===== config.mk =====
export PLATFORM = sky130hd
export DESIGN_NAME = surf_event_arbiter
export DESIGN_NICKNAME = d
export VERILOG_FILES = /design/src/rtl/surf_event_pkg.sv /design/src/rtl/surf_event_arbiter_rr_pick.sv /design/src/rtl/surf_event_arbiter.sv
export SDC_FILE = /design/constraint.sdc
export NUM_CORES = 1
export LEC_CHECK = 0
export ABC_AREA = 1
export CAP_MARGIN = 10
export CORE_UTILIZATION = 44
export DETAILED_ROUTE_END_ITERATION = 8
export PLACE_DENSITY = 0.75
export SYNTH_ARGS = -nofsm -noshare
export SYNTH_HDL_FRONTEND = slang
export SYNTH_SLANG_ARGS = --single-unit

===== constraint.sdc =====
create_clock -name sysclk_i -period 2.5 [get_ports sysclk_i]
set_input_delay 0.5 -clock sysclk_i [delete_from_list [all_inputs] [get_ports sysclk_i]]
set_output_delay 0.5 -clock sysclk_i [all_outputs]
set_load 0.02 [all_outputs]

===== src/rtl/surf_event_pkg.sv =====
// surf_event_pkg
//   Shared types and defaults for the SURF event merge path.
//   arb_state_t : arbiter FSM state encoding
//   IDX_WIDTH   : width of a SURF source index (fixed at 3 bits)
package surf_event_pkg;

    localparam int NSURF_DEFAULT   = 7;
    localparam int MAX_LEN_DEFAULT = 16384;
    localparam int IDX_WIDTH       = 3;

    typedef enum logic [1:0] {
        IDLE  = 2'd0,
        PASS  = 2'd1,
        FLUSH = 2'd2
    } arb_state_t;

endpackage


===== src/rtl/surf_event_arbiter_rr_pick.sv =====
// rr_pick
//   Combinational round-robin selector. Searches req starting at
//   (last_grant + 1) mod NSURF upward with wrap; the first set bit wins.
//   Ports:
//     req        in  NSURF      request vector
//     last_grant in  IDX_WIDTH  index granted most recently
//     grant      out IDX_WIDTH  selected index (0 when no request)
//     any_req    out 1          at least one request present
module rr_pick
    import surf_event_pkg::*;
#(
    parameter int NSURF = NSURF_DEFAULT
) (
    input  logic [NSURF-1:0]     req,
    input  logic [IDX_WIDTH-1:0] last_grant,
    output logic [IDX_WIDTH-1:0] grant,
    output logic                 any_req
);

    int   idx;
    logic found;

    always_comb begin
        grant = '0;
        found = 1'b0;
        idx   = 0;
        for (int i = 1; i <= NSURF; i++) begin
            idx = int'(last_grant) + i;
            if (idx >= NSURF) begin
                idx = idx - NSURF;
            end
            if (!found && req[idx]) begin
                grant = IDX_WIDTH'(idx);
                found = 1'b1;
            end
        end
    end

    assign any_req = |req;

endmodule


===== src/rtl/surf_event_arbiter.sv =====
// surf_event_arbiter
//   Packet-atomic round-robin merge of NSURF SURF byte streams into one
//   AXI4-Stream, tagging each beat with its source index. Packets longer
//   than MAX_LEN are cut with a forced tlast and their tail is flushed.
//
//   state | meaning
//   IDLE  | arbitration bubble; pick next requester round-robin
//   PASS  | combinational passthrough of granted source
//   FLUSH | drain truncated packet tail, nothing forwarded
//
//   Ports:
//     sysclk_i, sysclk_rstn_i   clock, async active-low reset
//     enable_i                  per-source arbitration enable
//     s_t*                      per-source input streams (byte k at [8k+7:8k])
//     m_t*                      merged output stream, m_tuser = source index
//     trunc_err_o, trunc_clr_i  sticky per-source truncation flags and clear
//     pkt_count_o               forwarded packet count, wraps
//     busy_o                    high while a packet is owned (PASS/FLUSH)
module surf_event_arbiter
    import surf_event_pkg::*;
#(
    parameter int NSURF     = NSURF_DEFAULT,
    parameter int MAX_LEN   = MAX_LEN_DEFAULT,
    parameter int LEN_WIDTH = 15,
    parameter int CNT_WIDTH = 16
) (
    input  logic                 sysclk_i,
    input  logic                 sysclk_rstn_i,
    input  logic [NSURF-1:0]     enable_i,
    input  logic [8*NSURF-1:0]   s_tdata,
    input  logic [NSURF-1:0]     s_tvalid,
    output logic [NSURF-1:0]     s_tready,
    input  logic [NSURF-1:0]     s_tlast,
    output logic [7:0]           m_tdata,
    output logic                 m_tvalid,
    input  logic                 m_tready,
    output logic                 m_tlast,
    output logic [IDX_WIDTH-1:0] m_tuser,
    output logic [NSURF-1:0]     trunc_err_o,
    input  logic                 trunc_clr_i,
    output logic [CNT_WIDTH-1:0] pkt_count_o,
    output logic                 busy_o
);

    localparam logic [LEN_WIDTH-1:0] LEN_LAST = LEN_WIDTH'(MAX_LEN - 1);

    arb_state_t           state;
    logic [IDX_WIDTH-1:0] grant;
    logic [IDX_WIDTH-1:0] last_grant;
    logic [LEN_WIDTH-1:0] byte_cnt;
    logic [IDX_WIDTH-1:0] pick;
    logic                 any_req;
    logic                 at_max;
    logic                 m_hs;
    logic                 src_last;
    logic [NSURF-1:0]     trunc_set;

    rr_pick #(.NSURF(NSURF)) u_rr_pick (
        .req        (s_tvalid & enable_i),
        .last_grant (last_grant),
        .grant      (pick),
        .any_req    (any_req)
    );

    assign at_max   = (byte_cnt == LEN_LAST);
    assign src_last = s_tlast[grant];
    assign m_hs     = (state == PASS) && s_tvalid[grant] && m_tready;
    // Real tlast on the boundary beat takes precedence, so no error then.
    assign trunc_set = (m_hs && at_max && !src_last) ? (NSURF'(1) << grant) : '0;

    always_comb begin
        s_tready = '0;
        m_tdata  = '0;
        m_tvalid = 1'b0;
        m_tlast  = 1'b0;
        m_tuser  = '0;
        case (state)
            PASS: begin
                s_tready[grant] = m_tready;
                m_tdata         = s_tdata[{grant, 3'b000} +: 8];
                m_tvalid        = s_tvalid[grant];
                m_tlast         = src_last | at_max;
                m_tuser         = grant;
            end
            FLUSH: begin
                s_tready[grant] = 1'b1;
            end
            default: ;
        endcase
    end

    assign busy_o = (state != IDLE);

    always_ff @(posedge sysclk_i or negedge sysclk_rstn_i) begin
        if (!sysclk_rstn_i) begin
            state       <= IDLE;
            grant       <= '0;
            last_grant  <= IDX_WIDTH'(NSURF - 1);
            byte_cnt    <= '0;
            trunc_err_o <= '0;
            pkt_count_o <= '0;
        end else begin
            trunc_err_o <= (trunc_clr_i ? '0 : trunc_err_o) | trunc_set;
            case (state)
                IDLE: begin
                    if (any_req) begin
                        grant    <= pick;
                        byte_cnt <= '0;
                        state    <= PASS;
                    end
                end
                PASS: begin
                    if (m_hs) begin
                        byte_cnt <= byte_cnt + 1'b1;
                        if (src_last || at_max) begin
                            last_grant  <= grant;
                            pkt_count_o <= pkt_count_o + 1'b1;
                            state       <= src_last ? IDLE : FLUSH;
                        end
                    end
                end
                FLUSH: begin
                    if (s_tvalid[grant] && src_last) begin
                        state <= IDLE;
                    end
                end
                default: state <= IDLE;
            endcase
        end
    end

endmodule

# == Yosys cells after proc, flatten, opt, wreduce, memory -nomap -nowiden ==
# Cells that the tools add are included.
# classes
n_bitwise,4
n_reduce_logical,28
n_eq_ne,7
n_addsub,16
magnitude_cmp,16
n_mux,63
shifts,2
# ops
operator,n
">= comparator 32 x 4 -> 1 bit, second input constant",7
"< comparator 32 x 5 -> 1 bit, second input constant",7
2-to-1 mux 32 bit,7
"subtractor 32 x 4 -> 32 bit, second input constant",7
indexed part select 56 x 7 -> 8 bit,1
2-to-1 mux 15 bit,2
case mux 15 bit (2 select lines),1
binary-select mux 1 bit (select 3 bit),9
2-to-1 mux 1 bit,25
2-to-1 mux 3 bit,8
"adder 16 x 1 -> 16 bit, second input constant",1
"adder 3 x 3 -> 4 bit, second input constant",4
"adder 15 x 1 -> 15 bit, second input constant",1
"== test 15 x 14 -> 1 bit, second input constant",1
bitwise AND 7 bit,2
2-to-1 mux 7 bit,2
case mux 7 bit (2 select lines),1
logical AND 1 bit,12
2-to-1 mux 2 bit,5
"adder 3 x 2 -> 4 bit, second input constant",2
2-to-1 mux 8 bit,1
logical NOT 1 bit,7
OR 7 bit,1
OR reduction 7 bit,1
other kinds (17),21
# totals
inputBits,81
reg_bits,46

# == Logic depth before layout (Yosys ltp) ==
# Gate-level depths: netlist (run 1).
# depth
depth_word,25
ltp_mapped,20

# == By module ==
# Synthesis (run 1) repeated with hierarchy kept, for this count alone.
# hier_totals
cells_unflattened,727
hier_area_um2,4739.5
# modules_own_cells
mod,area_each_um2,cells_per_inst,seq_area_each_um2,instances
surf_event_arbiter,3305.7,467,1153.6,1
rr_pick,1433.9,260,0.0,1

# == Worst setup path after synthesis (run 1) ==
# Ideal clock, no wire load.
# synth_timing
path_kind,reg2reg
start,reg last_grant[1]
end,reg grant[2]
path_stages_with_launch,17
synth_period_minus_slack_ns,2.764
setup_ns,0.116
n_path_buf,0
path_slack_ns,-0.264
t_arrival_ns,2.647
path_cell_list,dfstp_2 > inv_1 > ha_1 > inv_1 > fa_1 > o21ai_0 > inv_1 > nand3_1 > nand2_1 > a21oi_2 > nand3_2 > nor2_4 > nand3_2 > o21ai_1 > inv_1 > nand2_1 > nand2_1
# synth_between
elab_chain_len,25
word_cells_on_any_way,74
cone_classes,add/sub: 14; order compare: 7; mux: 41; reduce/logical: 12
# synth_lines
item,line_no,text
start: declaration,surf_event_arbiter.sv:49,logic [IDX_WIDTH-1:0] last_grant;
start signal: assignment,surf_event_arbiter.sv:98,last_grant <= IDX_WIDTH'(NSURF - 1);
start signal: assignment,surf_event_arbiter.sv:116,last_grant <= grant;
adder 3 x 1 -> 4 bit,surf_event_arbiter_rr_pick.sv:28,idx = int'(last_grant) + i;
subtractor 32 x 4 -> 32 bit or >= comparator 32 x 4 -> 1 bit (tied branches),"surf_event_arbiter_rr_pick.sv:30, surf_event_arbiter_rr_pick.sv:29",
2-to-1 mux 32 bit,surf_event_arbiter_rr_pick.sv:29,if (idx >= NSURF) begin
binary-select mux 1 bit (select 3 bit),surf_event_arbiter_rr_pick.sv:32,if (!found && req[idx]) begin
2-to-1 mux 1 bit (not written as such) (2 in a row),surf_event_arbiter_rr_pick.sv:32,
2-to-1 mux 1 bit,surf_event_arbiter_rr_pick.sv:32,
logical NOT 1 bit,surf_event_arbiter_rr_pick.sv:32,
logical AND 1 bit,surf_event_arbiter_rr_pick.sv:32,
[... 8 more ...],n/a,
logical AND 1 bit,surf_event_arbiter_rr_pick.sv:32,
2-to-1 mux 1 bit,surf_event_arbiter_rr_pick.sv:32,
logical NOT 1 bit,surf_event_arbiter_rr_pick.sv:32,
logical AND 1 bit,surf_event_arbiter_rr_pick.sv:32,
2-to-1 mux 1 bit,surf_event_arbiter_rr_pick.sv:32,
logical NOT 1 bit,surf_event_arbiter_rr_pick.sv:32,
logical AND 1 bit,surf_event_arbiter_rr_pick.sv:32,
2-to-1 mux 3 bit *,surf_event_arbiter_rr_pick.sv:32,
end signal: assignment,surf_event_arbiter.sv:107,grant <= pick;
end: declaration,surf_event_arbiter.sv:48,logic [IDX_WIDTH-1:0] grant;
# Every way passes the cells marked *; elsewhere a longest branch is shown, timed or not. The select of a mux whose other input is x is not followed.
# A chain may end at the register's enable or synchronous reset.

# == Worst setup path after layout (run 1) ==
# layout_timing
start,reg last_grant[1]
end,reg grant[0]
# The elaborated chain is that of the path after synthesis.

==> results of run 1 <==
## cell type report
cell class,count,area (sq um),area share [%]
Sequential cell,46,1156,17.07
Multi-Input combinational cell,509,2975,43.94
Timing Repair Buffer,220,1989,29.38
Inverter,97,371.6,5.488
Clock buffer,5,68.82,1.016
Tap cell,129,161.4,2.384
Clock inverter,3,48.80,0.7206
## per-layer routing
metal	wire length (um)	global-route usage, %	vias up	part of all wire (%)
li1	-	-	2635	-
met1	6211	35.89	2497	41
met2	7394	52.39	182	49
met3	1039	4.900	31	6.9
met4	361	7.135	0	2.4
met5	0	0	-	0
## power by group
| group | internal (uW) | switching, uW |
|---|---|---|
| Sequential | 886 | 146 |
| Combinational | 3610 | 4580 |
| Clock | 305 | 284 |
| Total | 4800 | 5010 |
## worst max-delay path: cells and delay by family, from the launching register on
family                     cells  cell delay (ns)
AOI/OAI and AO/OA              3             0.38
adders and majority gates      2             0.62
buffers and inverters          4             0.34
DFF                            1             0.59
and+or+nand+nor                7             0.75
## cells in the mapped netlist (4+ instances only)
library cell	count	area share (%)
nand2_1	183	16
inv_1	90	7.7
nand3_1	70	8.0
dfrtp_1	44	25
o21ai_0	44	5.1
nor2_1	40	3.4
a22oi_1	19	3.3
nand4_1	19	2.7
xor2_1	18	3.6
ha_1	17	4.9
nand2_2	11	1.6
nor3_1	11	1.3
a21oi_1	10	1.1
o21ai_1	10	1.1
o22ai_1	8	1.1
inv_2	6	0.52
o211ai_1	6	1.0
a22o_1	5	1.0
clkbuf_1	5	0.43
buf_4	4	0.69
nor4_1	4	0.57
xnor2_1	4	0.80
## state kept, by name, summed over array words and instances, names as in the netlist
name and cells:
trunc_err_o 7, pkt_count_o 16, last_grant 3, state 2, byte_cnt 15, grant 3
## final timing paths
kind / slack (ns) / cells after the start / end / from
worst max-delay path: -0.22 / 16 / grant[0] / last_grant[1]
worst min-delay path: 0.21 / 1 / byte_cnt[9] / sysclk_rstn_i
worst max register to register: -0.22 / 16 / grant[0] / last_grant[1]
worst min register to register: 0.52 / 1 / pkt_count_o[7] / pkt_count_o[7]
max in group asynchronous: 1.60 / 2 / grant[2] / sysclk_rstn_i
min in group sysclk_i: 0.52 / 1 / pkt_count_o[7] / pkt_count_o[7]
## cells by family (layout without fill, tap and decap cells)
logic type | Yosys count | after routing | share of synthesized area [%]
flops | 46 | 46 | 26.46
mux | 1 | 1 | 0.2296
fa+ha+maj | 18 | 18 | 5.339
xor+xnor | 22 | 22 | 4.420
simple gates | 350 | 350 | 35.94
compound gates | 118 | 118 | 17.11
buf+inv | 112 | 325 | 10.50
## layout by cell type, fill, tap and decap left out, types with 8 or more instances in the layout
cell             count
ha_1                11
o22ai_1              8
a21oi_1             10
nand2_2             20
o21ai_2              9
o21ai_0             36
nand3_1             59
a22oi_1             19
clkdlybuf4s50_1    104
inv_1               86
inv_2                8
dlygate4sd2_1       13
nand2_1            170
dfrtp_1             42
nand4_1             19
xor2_1              17
nor2_1              39
nor3_1              11
buf_4               89
o21ai_1             11
nand3_2             13
## stage by stage
stage / cells / setup TNS (ns) / util (%) / hold WS [ns]
6_report: 1009 / -0.6211 / 71.92 / 0.2139
4_1_cts: 1006 / -0.3339 / 70.64 / 0.2384
3_5_place_dp: 990 / -1.391 / 67.72 / 0.5092
5_1_grt: 1009 / -1.427 / 71.92 / 0.2714
3_3_place_gp: 990 / -1.654 / 67.72 / 0.5127
2_1_floorplan: 667 / -0.2232 / - / 0.2044
## repair_timing
item                                   4_1_cts  5_1_grt
endpoints found under the hold margin        0        0
setup endpoints to repair                   22       14
resized for setup                           58       36
pin swaps                                   12       12
buffers inserted                             8        3
==> out/results.ini, run 1 <==
[logic_synthesis]
yosysWarnings = 0
synth-seq-cells = 46
async_reset_ff_share_pct = 100.0
netlist-cell-type-count = 46
ys.flop_type = dfrtp_1
syn_avg_cell_area_sq_um = 6.536
synth_edf_count = 0
synthCells = 667
netlist_area_sq_um = 4359
yosysSeqAreaShare_pct = 26.46
syn-num-nets = 766

[drt]
wl_per_cell_um = 14.87
first_pass_iters = 5
routed_via_density = 5.297
totalWireLength_mm = 15.01
vias = 5345
drtIter0Drc = 226
ant_nets = 0
drc_errors = 0

[floorplanning]
die_h_um = 101.5
core_sq_um = 9415
dieArea_sq_um = 10310
floorplan.io_pins = 125
die_w_um = 101.5
start_util_pct = 46.30
rows = 35

[min_path]
hold_class = primary input to async pin

[setup_path]
critPathKind = flop to flop
path_cells = inv_6 > ha_4 > inv_2 > fa_2 > o21ai_2 > inv_1 > nand3_2 > nand2_2 > a21oi_4 > nand3_2 > nor2_4 > buf_6 > nand4_1 > nand2_1 > o21ai_2 > nand2_1
max_stage_delay_ns = 0.59
critical_path_arrival_ns = 2.97
critPathMaxFanout = 8
slowest_stage = dfstp_2
cp-start-kind = flop
critPathRequiredTime_ns = 2.75
end_kind = flop

[finish]
nets = 978
antennaDiodeCount = 0
area_growth_syn_to_layout_pct = 55.34
nFillCells = 784
final_layout_size_suffix_gt1_share_pct = 22.05
fin_area_sq_um = 6771

[clocking]
h-tree-depth = 2
cts_tree = yes
clockRootBuffer = clkbuf_8
clkSinkCount = 46
cts-root-to-sink-buffers = 2
ctsHoldBuffers = 0
clk_pin_slew_ns = 0.10
cts_buffers = 5
clk_latency_ns = 0.30

[global_route]
grt_overflow = 0
antenna_found_initial = 0
grt_pass1_vias = 5209
grt_first_pass_wirelength_mm = 23.78
grt_max_degree = 32
grtUsageTotal_pct = 29.06

[timing]
setup_violations = 3
fin_ws_ns = -0.2206
rsz0062_at_grt = true
max_freq_ghz = 0.3676
fin_worst_skew_ns = 0.008018
worst_pin_slew_ns = 0.6637
drv_slew = 0
post-route-period-util_pct = 108.8
period_needed_ns = 2.721
max_slew_margin_pct = 55.75
hold_viol_final = 0

[outcome]
violations = negative setup slack
status = finished with violations

[run]
timing.max_cap.violations = 0

[place]
place_hpwl_mm = 11.77
numPortBuffers = 124
gp_congestion = 0.8946
place_ws_ns = -0.3678
postPlaceCellArea_sq_um = 6376

[pwr]
leakage_uw = 0.003296
finalPower_uw = 9806
power_density_nw_per_um2 = 1448
ir_drop_v = 0.0006657

(Power assumes the default switching activity.)
==> run 2, diff against run 1 <==
--- a/config.mk
+++ b/config.mk
@@ -7,9 +7,11 @@
 export LEC_CHECK = 0
 export ABC_AREA = 1
 export CAP_MARGIN = 10
-export CORE_UTILIZATION = 44
+export CELL_PAD_IN_SITES_DETAIL_PLACEMENT = 1
+export CELL_PAD_IN_SITES_GLOBAL_PLACEMENT = 1
+export CORE_UTILIZATION = 30
 export DETAILED_ROUTE_END_ITERATION = 8
-export PLACE_DENSITY = 0.75
+export PLACE_DENSITY = 0.74
 export SYNTH_ARGS = -nofsm -noshare
 export SYNTH_HDL_FRONTEND = slang
 export SYNTH_SLANG_ARGS = --single-unit
==> out/results.ini, run 2 (synthesis results as in run 1) <==
[clocking]
ctsHoldBuffers = 0  ; unchanged
clk_latency_ns = 0.29  ; about the same
cts-root-to-sink-buffers = 2  ; unchanged
clk_pin_slew_ns = 0.06  ; -0.04 ns
clockRootBuffer = clkbuf_16
clkSinkCount = 46  ; unchanged
cts_tree = yes
h-tree-depth = 2  ; unchanged
cts_buffers = 5  ; unchanged

[drt]
wl_met1_mm = 7.953  ; +28%
totalWireLength_mm = 18.32  ; +22%
ant_nets = 0  ; unchanged
first_pass_iters = 4  ; -1
routed_via_density = 5.135  ; -3.1%
dr_wl_met2_mm = 9.426  ; +27%
drtIter0Drc = 195  ; -14%
drc_errors = 0  ; unchanged
routed.top_layer = met4
wl_per_cell_um = 17.43  ; +17%
vias = 5397  ; +0.97%
wl_met3_um = 399  ; -62%

[timing]
whs_ns = 0.1374  ; -0.07652 ns
rsz0062_at_grt = true
max_slew_margin_pct = 68.35  ; +13 points
fin_ws_ns = -0.2218  ; -0.001236 ns
setup_tns_ns = -0.6020  ; +0.01906 ns
period_needed_ns = 2.722  ; +0.001236 ns
fin_worst_skew_ns = 0.005852  ; -0.002166 ns
hold_viol_final = 0  ; unchanged
max_freq_ghz = 0.3674  ; about the same
post-route-period-util_pct = 108.9  ; about the same
worst_pin_slew_ns = 0.4704  ; -0.1933 ns
drv_slew = 0  ; unchanged
setup_violations = 3  ; unchanged

[min_path]
hold_class = primary input to async pin

[floorplanning]
dieArea_sq_um = 15020  ; +46%
rows = 43  ; +23%
core_sq_um = 14040  ; +49%
die_w_um = 122.5  ; +21%
start_util_pct = 31.04  ; -15 points
die_h_um = 122.5  ; +21%
floorplan.io_pins = 125  ; unchanged

[setup_path]
cp-start-kind = flop
setup.worst_path.start = last_grant[1]
r2r_setup_slack_ns = -0.22  ; about the same
critPathRequiredTime_ns = 2.69  ; -0.06 ns
critPathMaxFanout = 6  ; -2
r2r_start = last_grant[1]
critical_path_arrival_ns = 2.91  ; -0.06 ns
critPathKind = flop to flop
end_kind = flop

[place]
place_hpwl_mm = 14.48  ; +23%
numPortBuffers = 124  ; unchanged
gp_congestion = 0.9360  ; +4.6%

[finish]
antennaDiodeCount = 0  ; unchanged
area_growth_syn_to_layout_pct = 58.61
final_layout_size_suffix_gt1_share_pct = 23.08  ; +1.0 points
nFillCells = 1793  ; +130%
top_register = pkt_count_o
layout_common_cells = 159 x nand2_1, 103 x clkdlybuf4s50_1, 83 x inv_1
nets = 969  ; -0.92%
reg_top3 = pkt_count_o: 16 flops, byte_cnt: 15 flops, trunc_err_o: 7 flops
final_common_cell = nand2_1
largest_reg_flops = 16  ; unchanged
final_util_pct = 49.24  ; -23 points

[outcome]
status = finished with violations
violations = negative setup slack

[global_route]
grt_first_pass_wirelength_mm = 28.82  ; +21%
grt_overflow = 0  ; unchanged
grtUsageTotal_pct = 24.38  ; -4.7 points
antenna_found_initial = 0  ; unchanged
grt_max_degree = 23  ; -28%
grt_pass1_vias = 5752  ; +10%

[pwr]
power_density_nw_per_um2 = 1484  ; +2.5%
leakage_uw = 0.003291  ; -0.13%
ir_drop_v = 0.0004520  ; -32%

[run]
timing.max_cap.violations = 0  ; unchanged

==> run 2: metrics by stage <==
step	setup WS [ns]	instance area (sq um)	instances	total power (uW)
2_1_floorplan	-0.1168	4384	667	5210
3_3_place_gp	-0.3071	6397	1037	7987
3_5_place_dp	-0.4248	6397	1037	8315
4_1_cts	-0.1677	6740	1050	9683
5_1_grt	-0.3857	6914	1051	11070
6_report	-0.2218	6914	1051	10260
==> run 2: routing by layer <==
metal	vias to the layer above	global-route usage, %
li1	2615	-
met1	2662	31.12
met2	85	42.98
met3	35	1.952
met4	0	8.232
met5	-	0
==> run 2: timing repair <==
| item | 4_1_cts | 5_1_grt |
|---|---|---|
| setup endpoints to repair | 23 | 12 |
| buffers inserted | 5 | 1 |
| gates resized for setup | 72 | 53 |
| pin swaps | 13 | 14 |
| gates cloned | 0 | 0 |
==> run 2: layout make-up <==
cell class / instances / area, sq um / share of cell area, %
Sequential cell: 46 / 1155 / 16.70
Clock buffer: 6 / 128.9 / 1.864
Multi-Input combinational cell: 509 / 3095 / 44.77
Timing Repair Buffer: 211 / 1903 / 27.52
Inverter: 97 / 369.1 / 5.338
Tap cell: 180 / 225.2 / 3.257
Clock inverter: 2 / 37.54 / 0.5429
==> run 2: worst paths after layout <==
path                                   to  cells after the start
min in group sysclk_i      pkt_count_o[8]                      1
max                              grant[2]                     17
min reg2reg                pkt_count_o[8]                      1
min                        trunc_err_o[1]                      1
max in group asynchronous   last_grant[1]                      2
max reg2reg                      grant[2]                     17
==> run 2: critical path, stage by stage, from the launching register on <==
cell     delay [ns]
dfstp_2        0.57
ha_1           0.15
inv_1          0.07
ha_4           0.30
nand2_4        0.08
buf_4          0.15
nand2_1        0.11
nand3_1        0.14
nand3_2        0.14
nand2_2        0.10
nand2_1        0.11
o22ai_1        0.11
nor2_1         0.12
o21ai_0        0.09
nor2_1         0.15
nand2_1        0.09
nand2_1        0.07
nand2_1        0.04
==> run 2: power breakdown <==
part           switching, uW  internal, uW
combinational           5030          3440
clock                    290           472
sequential               141           886
total                   5460          4800
==> run 3, diff against run 2 <==
--- a/config.mk
+++ b/config.mk
@@ -9,6 +9,7 @@
 export CAP_MARGIN = 10
 export CELL_PAD_IN_SITES_DETAIL_PLACEMENT = 1
 export CELL_PAD_IN_SITES_GLOBAL_PLACEMENT = 1
+export CORE_MARGIN = 8
 export CORE_UTILIZATION = 30
 export DETAILED_ROUTE_END_ITERATION = 8
 export PLACE_DENSITY = 0.74
==> out/results.ini, run 3 (synthesis results as in run 1) <==
[outcome]
violations = negative setup slack
status = finished with violations

[floorplanning]
rows = 44  ; +2.3%
dieArea_sq_um = 18640  ; +24%
floorplan.io_pins = 125  ; unchanged
core_sq_um = 14370  ; +2.3%
start_util_pct = 30.34  ; -0.71 points
die_h_um = 136.5  ; +11%
die_w_um = 136.5  ; +11%

[drt]
drtIter0Drc = 265  ; +36%
drc_errors = 0  ; unchanged
first_pass_iters = 4  ; unchanged
ant_nets = 0  ; unchanged
routed_via_density = 5.110  ; -0.48%
totalWireLength_mm = 19.39  ; +5.9%
vias = 5463  ; +1.2%
wl_per_cell_um = 18.14  ; +4.1%

[timing]
drv_slew = 0  ; unchanged
hold_viol_final = 0  ; unchanged
worst_pin_slew_ns = 0.6418  ; +0.1714 ns
setup_violations = 3  ; unchanged
fin_worst_skew_ns = 0.01004  ; +0.004192 ns
rsz0062_at_grt = true
period_needed_ns = 2.792  ; +0.07036 ns
fin_ws_ns = -0.2922  ; -0.07036 ns
post-route-period-util_pct = 111.7  ; +2.8 points
max_slew_margin_pct = 57.21  ; -11 points
max_freq_ghz = 0.3581  ; -2.5%

[setup_path]
r2r_setup_slack_ns = -0.29  ; -0.07 ns
critPathKind = flop to flop
critPathRequiredTime_ns = 2.68  ; about the same
r2r_end = grant[0]
setup.worst_path.start = last_grant[1]
critical_path_arrival_ns = 2.97  ; +0.06 ns
path_buf_inv = 4  ; +2
crit_top_cell = nand2_2
cp-start-kind = flop
end_kind = flop
worst_r2r_path_depth = 18  ; +1
r2r_start = last_grant[1]
max_stage_delay_ns = 0.57  ; about the same
cp_top_family = simple AND/OR/NAND/NOR gates
path_cells = ha_2 > inv_2 > ha_1 > inv_1 > nand2_2 > nand2_2 > nand2_2 > nand2_2 > inv_2 > o21ai_0 > o21ai_1 > nand2_1 > nand2_4 > buf_4 > nand4_1 > nand2_1 > o21ai_1 > nand2_1
critPathMaxFanout = 6  ; unchanged
slowest_stage = dfstp_2

[global_route]
grtUsageTotal_pct = 20.51  ; -3.9 points
grt_overflow = 0  ; unchanged
grt_max_degree = 47  ; +100%
antenna_found_initial = 0  ; unchanged
grt_first_pass_wirelength_mm = 30.75  ; +6.7%
grt_pass1_vias = 5925  ; +3.0%

[finish]
largest_reg_flops = 16  ; unchanged
nets = 983  ; +1.4%
area_growth_syn_to_layout_pct = 60.94
final_common_cell = nand2_1
final_layout_size_suffix_gt1_share_pct = 25.54  ; +2.5 points
layout_common_cells = 160 x nand2_1, 103 x clkdlybuf4s50_1, 93 x buf_4
antennaDiodeCount = 0  ; unchanged
reg_top3 = pkt_count_o: 16 flops, byte_cnt: 15 flops, trunc_err_o: 7 flops
top_register = pkt_count_o
final_util_pct = 48.82  ; -0.41 points
nFillCells = 1814  ; +1.2%

[place]
place_hpwl_mm = 15.32  ; +5.8%
gp_congestion = 0.9389  ; +0.31%
numPortBuffers = 124  ; unchanged

[run]
timing.max_cap.violations = 0  ; unchanged

[clocking]
cts_buffers = 5  ; unchanged
h-tree-depth = 2  ; unchanged
clkSinkCount = 46  ; unchanged
clk_pin_slew_ns = 0.07  ; about the same
clk_latency_ns = 0.30  ; about the same
ctsHoldBuffers = 0  ; unchanged
cts_tree = yes
cts-root-to-sink-buffers = 2  ; unchanged
clockRootBuffer = clkbuf_16

[pwr]
power_density_nw_per_um2 = 1479  ; -0.34%
leakage_uw = 0.003347  ; +1.7%
finalPower_uw = 10380  ; +1.1%
ir_drop_v = 0.0004504  ; -0.36%

[min_path]
hold_class = primary input to async pin

run 3: changes by cell type in the layout (fill, tap and decap cells not counted), moves of 4 or more:
cell,delta
buf_4,+12
nand3_1,-4
dlygate4sd2_1,-6
nand3_2,+4
clkbuf_2,+4
run 3: worst reg2reg max path: stages (launching register included):
cell     delay (ns)
dfstp_2        0.57
ha_2           0.18
inv_2          0.05
ha_1           0.30
inv_1          0.11
nand2_2        0.08
nand2_2        0.12
nand2_2        0.06
nand2_2        0.12
inv_2          0.07
o21ai_0        0.16
o21ai_1        0.09
nand2_1        0.11
nand2_4        0.08
buf_4          0.14
nand4_1        0.09
nand2_1        0.08
o21ai_1        0.18
nand2_1        0.07
run 3: worst max-delay path by stage:
stage / to / cells after the start
3_3_place_gp: grant[2] / 17
3_5_place_dp: grant[2] / 17
6_report: grant[0] / 18
5_1_grt: grant[0] / 18
2_1_floorplan: grant[2] / 16
4_1_cts: grant[0] / 19
run 3: what timing repair did:
action | in CTS | in global routing
resized for setup | 98 | 40
buffers inserted | 9 | 5
endpoints found under the setup margin | 23 | 28
pin swaps | 27 | 14
run 3: power breakdown:
part	internal (uW)	total [uW]	switching (uW)
combinational	3650	8670	5030
clock	372	691	320
sequential	887	1010	126
run 3: final cells by class:
| type | instances | area, sq um | area share [%] |
|---|---|---|---|
| timing repair buffer | 225 | 2021 | 28.80 |
| clock buffer | 5 | 125.1 | 1.783 |
| multi-input combinational | 509 | 3098 | 44.16 |
| inverter | 97 | 366.6 | 5.226 |
| clock inverter | 3 | 18.77 | 0.2675 |
| sequential | 46 | 1156 | 16.48 |
| tap | 184 | 230.2 | 3.282 |
run 3: per-stage QoR:
step	hold WS (ns)	instance area, sq um	worst slack [ns]	TNS (ns)	instances
after detailed placement	0.5130	6467	-0.3571	-5.161	1048
after global placement	0.5004	6467	-0.2307	-3.636	1048
after global routing	0.3736	7015	-0.5231	-1.553	1069
final	0.3079	7015	-0.2922	-0.7691	1069
after CTS	0.3332	6942	-0.1860	-0.4850	1064
after floorplan	0.2044	4384	-0.1168	-0.2232	667
run 3: per-layer routing:
layer	track usage, %	share of wire [%]	vias to the layer above
li1	-	-	2642
met2	36.48	51	134
met5	0	0	-
met3	2.460	3.7	30
met4	5.735	2.1	0
met1	25.42	43	2657
